**config.mk**
```make
export PLATFORM = sky130hd
export DESIGN_NAME = wb_stream_bridge
export DESIGN_NICKNAME = d
export VERILOG_FILES = /design/src/rtl/wb_stream_bridge.sv
export SDC_FILE = /design/constraint.sdc
export NUM_CORES = 1
export LEC_CHECK = 0
export BUFFER_PORTS_ARGS = -buffer_cell sky130_fd_sc_hd__buf_2
export CORE_MARGIN = 2
export CORE_UTILIZATION = 30
export DETAILED_ROUTE_END_ITERATION = 12
export PLACE_DENSITY_LB_ADDON = 0.05
export RECOVER_POWER = 50
export SETUP_SLACK_MARGIN = 0.02
export SYNTH_ARGS = -nofsm -noshare
export SYNTH_HDL_FRONTEND = slang
export SYNTH_SLANG_ARGS = --single-unit
```
**constraint.sdc**
```tcl
create_clock -name wb_clk_i -period 6.7 [get_ports wb_clk_i]
set_input_delay 0.67 -clock wb_clk_i [delete_from_list [all_inputs] [get_ports wb_clk_i]]
set_output_delay 0.67 -clock wb_clk_i [all_outputs]
set_load 0.005 [all_outputs]
```
**src/rtl/wb_stream_bridge.sv**
```systemverilog
// wb_stream_bridge
//   Wishbone slave that bridges bus accesses onto val/rdy streams.
//   - N_CH outbound FIFOs are fed by word writes at BASE_ADDR + 4*i. A read
//     at the same address returns that FIFO's fill count.
//   - One inbound FIFO is filled from in_msg/in_val and drained by reads
//     at BASE_ADDR + 0x100.
//   - BASE_ADDR + 0x104 is a read-only status word:
//       bit i     out FIFO i full
//       bit 16    inbound non-empty
//       [31:24]   inbound count
//   - An access that cannot complete (push to a full FIFO, pop of an empty
//     one) is wait-stated until it can complete or the master drops the
//     request.
//   Optional macro WB_STREAM_BRIDGE_TIMEOUT_EN: when defined, a wait-state
//   that lasts TIMEOUT_CYC cycles ends with a one-cycle wbs_err_o.
//
// Ports
//   wb_clk_i, wb_rst_ni                clock, asynchronous active-low reset
//   wbs_stb_i/cyc_i/we_i/sel_i/adr_i   Wishbone request (sel ignored)
//   wbs_dat_i                          Wishbone write data
//   wbs_ack_o, wbs_err_o, wbs_dat_o    registered response
//   out_msg/out_val/out_rdy            outbound streams, channel i in
//                                      out_msg[32i+31:32i]
//   in_msg/in_val/in_rdy               inbound stream
module wb_stream_bridge #(
    parameter logic [31:0] BASE_ADDR   = 32'h3000_0000,
    parameter int unsigned N_CH        = 2,
    parameter int unsigned DATA_W      = 32,
    parameter int unsigned FIFO_DEPTH  = 4,
    parameter int unsigned TIMEOUT_CYC = 255
) (
    input  logic                     wb_clk_i,
    input  logic                     wb_rst_ni,
    input  logic                     wbs_stb_i,
    input  logic                     wbs_cyc_i,
    input  logic                     wbs_we_i,
    input  logic [3:0]               wbs_sel_i,
    input  logic [31:0]              wbs_adr_i,
    input  logic [DATA_W-1:0]        wbs_dat_i,
    output logic                     wbs_ack_o,
    output logic                     wbs_err_o,
    output logic [DATA_W-1:0]        wbs_dat_o,
    output logic [N_CH*DATA_W-1:0]   out_msg,
    output logic [N_CH-1:0]          out_val,
    input  logic [N_CH-1:0]          out_rdy,
    input  logic [DATA_W-1:0]        in_msg,
    input  logic                     in_val,
    output logic                     in_rdy
);

    localparam int unsigned AW = $clog2(FIFO_DEPTH);
    localparam int unsigned CW = AW + 1;

    typedef enum logic [1:0] {S_IDLE, S_WAIT, S_ACK, S_ERR} state_t;

    state_t state, state_nxt;
    logic   req;
    logic   op_fire;     // the pending access completes on this edge
    logic   can_do;

    // ---------------------------------------------------------------- decode
    logic [31:0] adr_off;
    logic        is_ch, is_in, is_stat;
    logic [3:0]  ch_sel;

    assign req     = wbs_stb_i & wbs_cyc_i;
    // Offset wraps modulo 2^32, so addresses below BASE_ADDR land far out
    // of range and decode as "other".
    assign adr_off = {wbs_adr_i[31:2], 2'b00} - BASE_ADDR;
    assign is_ch   = adr_off < 32'(4 * N_CH);
    assign ch_sel  = adr_off[5:2];
    assign is_in   = adr_off == 32'h0000_0100;
    assign is_stat = adr_off == 32'h0000_0104;

    logic unused_bits;
    assign unused_bits = &{1'b0, wbs_sel_i, wbs_adr_i[1:0]};

    // --------------------------------------------------------- outbound FIFOs
    logic [N_CH-1:0]    out_full;
    logic [N_CH*CW-1:0] out_cnt_flat;

    for (genvar g = 0; g < N_CH; g++) begin : g_out
        logic [DATA_W-1:0] mem [FIFO_DEPTH];
        logic [AW-1:0]     wp, rp;
        logic [CW-1:0]     cnt;
        logic              push, pop;

        assign push = op_fire & wbs_we_i & is_ch & (ch_sel == 4'(g));
        assign pop  = out_val[g] & out_rdy[g];

        always_ff @(posedge wb_clk_i or negedge wb_rst_ni) begin
            if (!wb_rst_ni) begin
                wp  <= '0;
                rp  <= '0;
                cnt <= '0;
            end else begin
                if (push) wp <= wp + 1'b1;
                if (pop)  rp <= rp + 1'b1;
                if (push != pop) cnt <= push ? cnt + 1'b1 : cnt - 1'b1;
            end
        end

        always_ff @(posedge wb_clk_i) begin
            if (push) mem[wp] <= wbs_dat_i;
        end

        assign out_val[g]                     = cnt != '0;
        assign out_full[g]                    = cnt == CW'(FIFO_DEPTH);
        assign out_cnt_flat[g*CW +: CW]       = cnt;
        // Gate the head so unwritten storage never leaks onto the port.
        assign out_msg[g*DATA_W +: DATA_W]    = out_val[g] ? mem[rp] : '0;
    end

    logic [CW-1:0] sel_cnt;
    logic          sel_full;

    always_comb begin
        sel_cnt  = '0;
        sel_full = 1'b0;
        for (int i = 0; i < N_CH; i++) begin
            if (ch_sel == 4'(i)) begin
                sel_cnt  = out_cnt_flat[i*CW +: CW];
                sel_full = out_full[i];
            end
        end
    end

    // ----------------------------------------------------------- inbound FIFO
    logic [DATA_W-1:0] in_mem [FIFO_DEPTH];
    logic [AW-1:0]     in_wp, in_rp;
    logic [CW-1:0]     in_cnt;
    logic              in_push, in_pop;

    assign in_rdy  = wb_rst_ni & (in_cnt != CW'(FIFO_DEPTH));
    assign in_push = in_val & in_rdy;
    assign in_pop  = op_fire & ~wbs_we_i & is_in;

    always_ff @(posedge wb_clk_i or negedge wb_rst_ni) begin
        if (!wb_rst_ni) begin
            in_wp  <= '0;
            in_rp  <= '0;
            in_cnt <= '0;
        end else begin
            if (in_push) in_wp <= in_wp + 1'b1;
            if (in_pop)  in_rp <= in_rp + 1'b1;
            if (in_push != in_pop) in_cnt <= in_push ? in_cnt + 1'b1 : in_cnt - 1'b1;
        end
    end

    always_ff @(posedge wb_clk_i) begin
        if (in_push) in_mem[in_wp] <= in_msg;
    end

    // ------------------------------------------------- completion / read data
    // Full/empty come from registered counts only, so a pop on the same edge
    // never lets a stalled push through early.
    always_comb begin
        can_do = 1'b1;
        if (is_ch && wbs_we_i)
            can_do = ~sel_full;
        else if (is_in && !wbs_we_i)
            can_do = in_cnt != '0;
    end

    logic [DATA_W-1:0] rd_data;

    always_comb begin
        rd_data = '0;
        if (is_ch) begin
            rd_data[CW-1:0] = sel_cnt;
        end else if (is_in) begin
            rd_data = in_mem[in_rp];
        end else if (is_stat) begin
            rd_data[N_CH-1:0] = out_full;
            rd_data[16]       = in_cnt != '0;
            rd_data[24 +: CW] = in_cnt;
        end
    end

    // ------------------------------------------------------------------ FSM
`ifdef WB_STREAM_BRIDGE_TIMEOUT_EN
    logic [15:0] wait_cnt;
    logic        wait_expired;

    // Zero everywhere outside WAIT, so it is clear on every entry to WAIT.
    always_ff @(posedge wb_clk_i or negedge wb_rst_ni) begin
        if (!wb_rst_ni)
            wait_cnt <= '0;
        else if (state == S_WAIT)
            wait_cnt <= wait_cnt + 1'b1;
        else
            wait_cnt <= '0;
    end

    assign wait_expired = wait_cnt >= 16'(TIMEOUT_CYC - 1);
`else
    logic        wait_expired;
    logic [31:0] unused_timeout;

    assign wait_expired   = 1'b0;
    assign unused_timeout = TIMEOUT_CYC;
`endif

    always_ff @(posedge wb_clk_i or negedge wb_rst_ni) begin
        if (!wb_rst_ni)
            state <= S_IDLE;
        else
            state <= state_nxt;
    end

    always_comb begin
        state_nxt = state;
        op_fire   = 1'b0;
        case (state)
            S_IDLE: begin
                if (req) begin
                    if (can_do) begin
                        op_fire   = 1'b1;
                        state_nxt = S_ACK;
                    end else begin
                        state_nxt = S_WAIT;
                    end
                end
            end
            S_WAIT: begin
                if (!req) begin
                    state_nxt = S_IDLE;
                end else if (can_do) begin
                    op_fire   = 1'b1;
                    state_nxt = S_ACK;
                end else if (wait_expired) begin
                    state_nxt = S_ERR;
                end
            end
            S_ACK:   state_nxt = S_IDLE;
            S_ERR:   state_nxt = S_IDLE;
            default: state_nxt = S_IDLE;
        endcase
    end

    // ------------------------------------------------------------- response
    always_ff @(posedge wb_clk_i or negedge wb_rst_ni) begin
        if (!wb_rst_ni)
            wbs_dat_o <= '0;
        else if (op_fire)
            wbs_dat_o <= rd_data;
    end

    assign wbs_ack_o = state == S_ACK;
`ifdef WB_STREAM_BRIDGE_TIMEOUT_EN
    assign wbs_err_o = state == S_ERR;
`else
    assign wbs_err_o = 1'b0;
`endif

endmodule
```
==> results.cfg <==
[detailed_routing]
firstDrtPassIters = 4
drc = 0
wl_mm = 42.4
vias_per_cell = 4.63
drt_iter0_markers = 432
ant_nets = 0
vias = 8841
wl_per_cell_um = 22.2

[yosys]
async_flop_share_pct = 12.5
synth_area_sq_um = 17500
synth_cells = 893
synthesis.nets = 1016
ys_ff_latch = 439
synth_top_cell_area_share_pct = 66.0
synth.area.top_cells = edfxtp_1 (66%), mux4_2 (12%), dfrtp_1 (7.9%)
synth.distinct_cells = 55
ys.warnings.count = 0
synth_top_cell_by_area = edfxtp_1
seq_area_frac_synth_pct = 73.8
synth-edff-count = 384
synthFlopType = edfxtp_1
syn_area_per_cell_sq_um = 19.6

[grt]
grt_pass1_vias = 9643
grt_util_all_layers_pct = 14.3
grt_pass1_wl_mm = 63.1
grt_max_degree = 57
antenna_found_initial = 3
grt_remaining_overflow = 0

[cells_and_area]
nets = 1234
final_cell_mix = edfxtp_1 (384), buf_2 (112), clkbuf_1 (105)
final_layout_size_suffix_gt1_share_pct = 28.6
fillCellCount = 5502
synthToLayoutAreaGrowth_pct = 18.5
fin_cells = 1910
final_common_cell = edfxtp_1
fin_area_sq_um = 20700

[setup_path]
cp_max_fo = 56
worstSetupStartpointType = input port
crit_type = input port to output port
end_kind = output port
cp.required_ps = 6030
crit_arrival_ps = 3930
r2r_setup_slack_ps = 2660
timing.rr.start = state[1]
reg2regPathDepth = 5
rr_endpoint = g_out[0].mem[0][6]

[floorplanning]
dieArea_sq_um = 60200
coreArea_sq_um = 57700
start_util_pct = 30.3
die_w_um = 245
die_h_um = 245
rows = 88
boundaryPins = 209

[clock_network]
cts_tree = built
path_clk_slew_ps = 60
cts.hold.buffers_added = 0
cts.sinks = 439
clkLatencyLatePin_ps = 580
clock_path_buffers = 3
cts_buffers = 50
h-tree-depth = 2
clockRootBuffer = clkbuf_16
cts_setup_buffers = 0
postCtsResizedCells = 0

[worst_hold_path]
hp-start = in_msg[3]
min_to = in_mem[3][3]
hp-class = input port to flop
holdPathStages = 1

[status]
status = finished, violations left
violations = max-capacitance violations, max-slew violations

[sta]
fin_skew_ps = 10.7
rsz0062_at_grt = no
hold_viol_final = 0
fin_crit_ps = 4600
drv_slew = 157
finalSetupTns_ps = 0
tightest_slew_ps = 3540
fin_crit_sh_pct = 68.7
relSlewSlack_pct = -136
setup_ws_ps = 2100
finalSetupViolations = 0
max_freq_mhz = 217

[pwr]
vdd_ir_drop_max_v = 0.000179
power_density_nw_per_um2 = 318
p_leak_nw = 6.95
p_total_mw = 6.60

[placement]
dp_hpwl_mm = 24.0
placed_area_sq_um = 19400
dpl.cell_count = 1824
numPortBuffers = 201
pre_cts_slack_ps = 2930
gp_congestion = 0.682

[flow_run]
drv_cap = 5
worst max-delay path, stage by stage:
cell and delay [ps]:
clkbuf_1 130, clkbuf_1 2500, a21boi_0 430, buf_2 180
per-stage QoR:
step	hold WS, ps	util, %
after floorplan	374	-
after global placement	478	33.6
after detailed placement	479	33.6
after CTS	255	36.2
after global routing	335	35.9
final	344	35.9
synth_stat cells, types with 3 or more instances:
cell type  instances
and3_1             4
xnor2_1           17
mux2_4             7
dfrtp_1           55
nor4_4             4
nor3b_1            5
mux2_2             6
ha_1              14
clkbuf_1          34
buf_2             13
mux2i_1            5
xor2_1             3
nand2_1           13
o21ai_0           58
and2_1            78
nor3_1             3
mux4_2            96
nor2_1             9
or3_1              3
buf_1              3
nor4_2             3
nand3_1           27
inv_1              9
edfxtp_1         384
how the worst max path moves through the flow:
| stage | depth (start not counted) | from | slack [ps] | to |
|---|---|---|---|---|
| floorplan | 5 | wbs_adr_i[7] | 3560 | g_out[0].mem[0][0] |
| global placement | 5 | wbs_adr_i[7] | 2870 | g_out[1].mem[0][18] |
| detailed placement | 5 | wbs_adr_i[7] | 2930 | g_out[1].mem[2][19] |
| CTS | 4 | g_out[1].rp[0] | 3070 | out_msg[57] |
| global route | 4 | wb_rst_ni | 1540 | in_rdy |
| finish | 4 | wb_rst_ni | 2100 | in_rdy |
flip-flops by register name, summed over array words and instances (netlist names):
register	cells
g_out.mem	256
in_mem	128
wbs_dat_o	32
g_out.cnt	6
g_out.rp	4
g_out.wp	4
in_cnt	3
in_rp	2
in_wp	2
state	2
routing by layer:
metal | vias up | share of wire (%) | track usage [%]
met3 | 74 | 5.4 | 3.72
li1 | 3982 | - | -
met4 | 4 | 2.3 | 4.19
met5 | - | 0.064 | 0
met1 | 4609 | 42 | 17.4
met2 | 172 | 51 | 24.9
cell families after synthesis:
logic type / after synthesis / share of synthesized area [%]
flops: 439 / 73.8
simple gates: 168 / 6.45
mux: 114 / 13.6
compound gates: 72 / 2.36
buf+inv: 64 / 1.57
xor+xnor: 20 / 1.00
fa+ha+maj: 15 / 1.12
other cells: 1 / 0.0215
final cells by class:
type                    instances  area, sq um  area share (%)
flip-flops and latches        439        12900            62.3
clock buffers                  64         1330            6.40
repair buffers                220         1030            4.95
multi-input cells             390         4260            20.6
inverters                      10         42.5           0.205
well taps                     765          957            4.62
diodes                          1         2.50          0.0121
clock inverters                21          191           0.924
power breakdown:
part | switching, mW | leakage, nW | internal (mW)
combinational | 0.521 | 2.02 | 0.355
clock | 1.06 | 0.741 | 1.50
sequential | 0.0635 | 4.19 | 3.09
No activity file was read; power rests on OpenSTA's default activity.
